### config.mk
export PLATFORM = sky130hd
export DESIGN_NAME = pipe_stage_reg
export DESIGN_NICKNAME = d
export VERILOG_FILES = /design/src/rtl/pipe_pkg.sv /design/src/rtl/pipe_entry.sv /design/src/rtl/pipe_stage_reg.sv
export SDC_FILE = /design/constraint.sdc
export NUM_CORES = 1
export LEC_CHECK = 0
export BUFFER_PORTS_ARGS = -buffer_cell sky130_fd_sc_hd__buf_2
export CAP_MARGIN = 20
export CORE_MARGIN = 2
export CORE_UTILIZATION = 50
export DETAILED_ROUTE_END_ITERATION = 8
export GPL_ROUTABILITY_DRIVEN = 0
export PLACE_DENSITY = 0.81
export SLEW_MARGIN = 20
export SYNTH_ARGS = -nofsm -noshare
export SYNTH_HDL_FRONTEND = slang
export SYNTH_SLANG_ARGS = --single-unit
### constraint.sdc
create_clock -name clk -period 41.1 [get_ports clk]
set_input_delay 8.22 -clock clk [delete_from_list [all_inputs] [get_ports clk]]
set_output_delay 8.22 -clock clk [all_outputs]
set_load 0.1 [all_outputs]
### src/rtl/pipe_pkg.sv
// Shared definitions for the pipeline stage register.
// The stage payload is the concatenation {Instr, RD1, RD2, imm32, PC}.
// Each field is 32 bits, and Instr occupies the most significant bits.
// This package holds the LSB offset of each field, the payload width and
// the NOP payload that an empty stage presents downstream.
package pipe_pkg;

  localparam int FIELD_W   = 32;
  localparam int PC_LSB    = 0;
  localparam int IMM32_LSB = PC_LSB    + FIELD_W;
  localparam int RD2_LSB   = IMM32_LSB + FIELD_W;
  localparam int RD1_LSB   = RD2_LSB   + FIELD_W;
  localparam int INSTR_LSB = RD1_LSB   + FIELD_W;
  localparam int PAYLOAD_W = INSTR_LSB + FIELD_W;

  localparam logic [PAYLOAD_W-1:0] PIPE_NOP = '0;

  // Builds a payload from its five fields in the canonical order.
  function automatic logic [PAYLOAD_W-1:0] pack_payload(
    input logic [FIELD_W-1:0] instr,
    input logic [FIELD_W-1:0] rd1,
    input logic [FIELD_W-1:0] rd2,
    input logic [FIELD_W-1:0] imm32,
    input logic [FIELD_W-1:0] pc
  );
    return {instr, rd1, rd2, imm32, pc};
  endfunction

endpackage

### src/rtl/pipe_entry.sv
// One entry of the stage: a valid flag plus a WIDTH-bit data register.
// Ports:
//   clk       rising-edge clock
//   reset     synchronous active-high reset; clears valid only
//   clear     drops the entry; takes priority over load
//   load      captures load_data and marks the entry valid
//   load_data payload to capture
//   valid     entry holds a payload
//   data      held payload; meaningful only while valid is high
// The data register has no reset. Consumers qualify it with valid.
module pipe_entry #(
  parameter int WIDTH = 160
) (
  input  logic             clk,
  input  logic             reset,
  input  logic             clear,
  input  logic             load,
  input  logic [WIDTH-1:0] load_data,
  output logic             valid,
  output logic [WIDTH-1:0] data
);

  always_ff @(posedge clk) begin
    if (load) data <= load_data;
    if (reset || clear) valid <= 1'b0;
    else if (load)      valid <= 1'b1;
  end

endmodule

### src/rtl/pipe_stage_reg.sv
// Pipeline stage register with a skid entry.
// The stage accepts a new payload whenever the skid entry is empty, so
// in_ready is a registered signal with no combinational path from
// out_ready. The bubble counter records the cycles in which no payload
// is presented downstream.
// Ports:
//   clk, reset  rising-edge clock; synchronous active-high reset
//   flush       discard both entries; the in_data of this cycle is dropped
//   in_valid    upstream handshake, payload is in_data
//   in_ready    upstream handshake, stage can accept this cycle
//   in_data     upstream payload
//   out_valid   downstream handshake
//   out_ready   downstream handshake
//   out_data    downstream payload; NOP_VALUE while the stage is empty
//   bubble_cnt  saturating count of cycles with out_valid low
module pipe_stage_reg
  import pipe_pkg::*;
#(
  parameter int               WIDTH     = PAYLOAD_W,
  parameter logic [WIDTH-1:0] NOP_VALUE = WIDTH'(PIPE_NOP),
  parameter int               CNT_W     = 16
) (
  input  logic             clk,
  input  logic             reset,
  input  logic             flush,
  input  logic             in_valid,
  output logic             in_ready,
  input  logic [WIDTH-1:0] in_data,
  output logic             out_valid,
  input  logic             out_ready,
  output logic [WIDTH-1:0] out_data,
  output logic [CNT_W-1:0] bubble_cnt
);

  logic             main_valid, skid_valid;
  logic [WIDTH-1:0] main_data, skid_data;
  logic             accept, pop;
  logic             main_load, main_clear, skid_load, skid_clear;
  logic [WIDTH-1:0] main_next;

  // Adds one to the count and holds it once it reaches all-ones.
  function automatic logic [CNT_W-1:0] sat_inc(input logic [CNT_W-1:0] v);
    return (&v) ? v : v + 1'b1;
  endfunction

  assign in_ready  = !skid_valid;
  assign out_valid = main_valid;
  assign out_data  = main_valid ? main_data : NOP_VALUE;

  assign accept = in_valid && in_ready;
  assign pop    = main_valid && out_ready;

  // An accept is only possible while skid is empty. So when skid is
  // valid, the only source for the main entry is the skid entry.
  assign main_next  = skid_valid ? skid_data : in_data;
  assign main_load  = !flush && ((pop && skid_valid) ||
                                 (accept && (!main_valid || pop)));
  assign main_clear = flush || (pop && !main_load);
  assign skid_load  = !flush && accept && main_valid && !pop;
  assign skid_clear = flush || (pop && skid_valid);

  // Stage boundary: main entry drives the downstream port.
  pipe_entry #(.WIDTH(WIDTH)) u_main (
    .clk       (clk),
    .reset     (reset),
    .clear     (main_clear),
    .load      (main_load),
    .load_data (main_next),
    .valid     (main_valid),
    .data      (main_data)
  );

  // Stage boundary: skid entry absorbs the beat that arrives while main stalls.
  pipe_entry #(.WIDTH(WIDTH)) u_skid (
    .clk       (clk),
    .reset     (reset),
    .clear     (skid_clear),
    .load      (skid_load),
    .load_data (in_data),
    .valid     (skid_valid),
    .data      (skid_data)
  );

  always_ff @(posedge clk) begin
    if (reset)           bubble_cnt <= '0;
    else if (!main_valid) bubble_cnt <= sat_inc(bubble_cnt);
  end

endmodule
==> flow_summary.ini <==
[timing]
min_period_ns = 10.71
holdWs_ns = 0.5391
tightest_slew_ns = 1.030
fmax_mhz = 93.34
worst_slack_ns = 30.39
finalSetupViolations = 0
period_share_pct = 26.07
setup_tns_ns = 0
maxSlewViolCount = 0
finClkSkew_ns = 0.01178
slew_headroom_pct = 31.36
hold_viol = 0
rsz0062_at_grt = false

[routing]
drt-total-wl_um = 28180
vias = 7949
post_drt_wl_per_cell_um = 18.69
viasPerCell = 5.271
drcViolationCount = 0
drtIter0Drc = 602
ant_nets = 0
dr.pass1.iters = 5

[worst_hold_path]
hp-class = register to register
hold_depth = 1

[final_layout]
nets = 1301
fin_area_um2 = 16790
multi_input_area_um2 = 3413
seqCellArea_um2 = 9977
layout-drive-gt1-share_pct = 49.44
final.fill_count = 2002
syn2layout_area_growth_pct = 23.76

[worst_setup_path]
ff2ff_path_depth = 4
crit_required_ns = 32.88
crit_path_start_kind = register
crit_fanout = 127
worstPathArrival_ns = 2.49
criticalPathCategory = register to output port
end_kind = output port

[clock_network]
htreeDepth = 2
cts_root_buffer = clkbuf_16
cts_resized = 0
clock_path_buffers = 3
postCtsSetupBuffers = 0
clk_pin_slew_ns = 0.06
cts_hold_buf = 0
clk_latency_ns = 0.51
clkSinkCount = 338
cts_tree = built
cts-buffers-inserted = 36

[run]
max_cap_violations = 0

[global_route]
grt_use_total_pct = 19.16
grt_antenna_before_repair = 8
overflow = 0
grt_max_degree = 161
first_global_vias = 7937
grt_first_pass_wirelength_um = 42720

[floorplanning]
die_h_um = 168.7
dieWidth_um = 168.7
num_rows = 60
start_util_pct = 50.61
die_area_um2 = 28460
ios = 343
core_um2 = 26800

[synthesis]
ys_async_sr_fraction_pct = 0
yosysWarningCount = 0
seq_area_frac_synth_pct = 73.50
yosysUniqueCellTypes = 46
netlist_instances = 789
mappedNetlistArea_um2 = 13560
ys.flop_type = edfxtp_1
syn_avg_cell_area_um2 = 17.19
synth_edf_count = 320
syn_nets = 955
ys_ff_latch = 338

[pwr]
p_per_area_nw_per_um2 = 46.41
p_leak_nw = 6.523
vdd_ir_drop_max_mv = 0.04099
power_uw = 779.0

[placement]
placed_area_um2 = 15600
dp_hpwl_um = 18010
place_ws_ns = 29.93
port-buffer-count = 342

[run_status]
outcome = completed
## final timing paths
| kind | startpoint | slack [ns] | end |
|---|---|---|---|
| max | u_main.valid | 30.39 | out_data[70] |
| min | u_skid.data[74] | 0.54 | u_main.data[74] |
| max reg2reg | u_main.valid | 37.35 | u_skid.data[63] |
| min reg2reg | u_skid.data[74] | 0.54 | u_main.data[74] |
## cells in the final DEF (no fill, tap or decap), types with 5 or more instances in the layout
cell       synthesis  layout
dfxtp_1           18      16
and2_1           160     160
nand2_1            5       5
clkbuf_16          0      37
clkinv_1           0      12
buf_2              9     342
o21ai_0            5       5
edfxtp_1         320     320
mux2_2           162     162
a21oi_1           13      13
clkbuf_1          29       5
nor2_1             9       9
## layer usage
layer / up-vias / GRT usage [%] / routed length [µm]
met5: - / 0 / 55
met4: 8 / 7.946 / 1044
met3: 76 / 5.401 / 2029
met2: 295 / 31.02 / 13670
met1: 3901 / 24.48 / 11390
li1: 3669 / - / -
## kinds of logic after synthesis
logic type      Yosys count  synth area share (%)
flops                   338                 73.50
simple gates            213                 10.07
mux                     162                 13.45
buf+inv                  44                 1.393
compound gates           29                 1.365
xor+xnor                  2                0.1292
fa+ha+maj                 1               0.09223
## sequential cells by signal (all words and copies together), names as in the netlist
name	count
u_main.data	160
u_skid.data	160
bubble_cnt	16
u_main.valid	1
u_skid.valid	1
## layout make-up
class / count / share of cell area, %
antenna: 4 / 0.05963
clock buffer: 42 / 5.627
clock inverter: 24 / 1.334
inverter: 4 / 0.08944
multi-input combinational: 407 / 20.33
sequential: 338 / 59.43
tap: 341 / 2.542
timing repair buffer: 348 / 10.58
## per-stage QoR
step | utilization (%) | instances
after floorplan | - | 789
after global placement | 58.21 | 1438
after detailed placement | 58.21 | 1438
after CTS | 62.57 | 1504
after global routing | 62.64 | 1508
final | 62.64 | 1508
## worst max-delay path: stages, from the launching register on
cell and delay, ns:
dfxtp_4 0.59, buf_6 0.61, and2_1 0.25, buf_2 0.43
## synth_stat cells, types with 2 or more instances
cell,n,area (µm²)
a21oi_1,13,65.06
or4_1,2,15.01
nand2_1,5,18.77
nor3_1,2,10.01
buf_2,9,45.04
or3_2,2,15.01
nor2_1,9,33.78
and4_1,2,17.52
inv_1,4,15.01
nand4_1,4,25.02
clkbuf_1,29,108.9
o21ai_0,5,25.02
xnor2_1,2,17.52
nor4_1,4,25.02
edfxtp_1,320,9609
dfxtp_1,18,360.4
mux2_2,162,1824
and2_1,160,1001
nand2b_1,3,18.77
nor2b_1,4,25.02
nand3_1,3,15.01
o31ai_1,3,22.52
## report_power, final
group | total [mW] | leakage [nW] | switching (mW) | internal (mW)
clock | 0.317 | 0.571 | 0.127 | 0.190
sequential | 0.391 | 3.08 | 0.00288 | 0.388
combinational | 0.0712 | 2.87 | 0.0525 | 0.0187
total | 0.779 | 6.52 | 0.182 | 0.597
No activity file was read; power rests on OpenSTA's default activity.
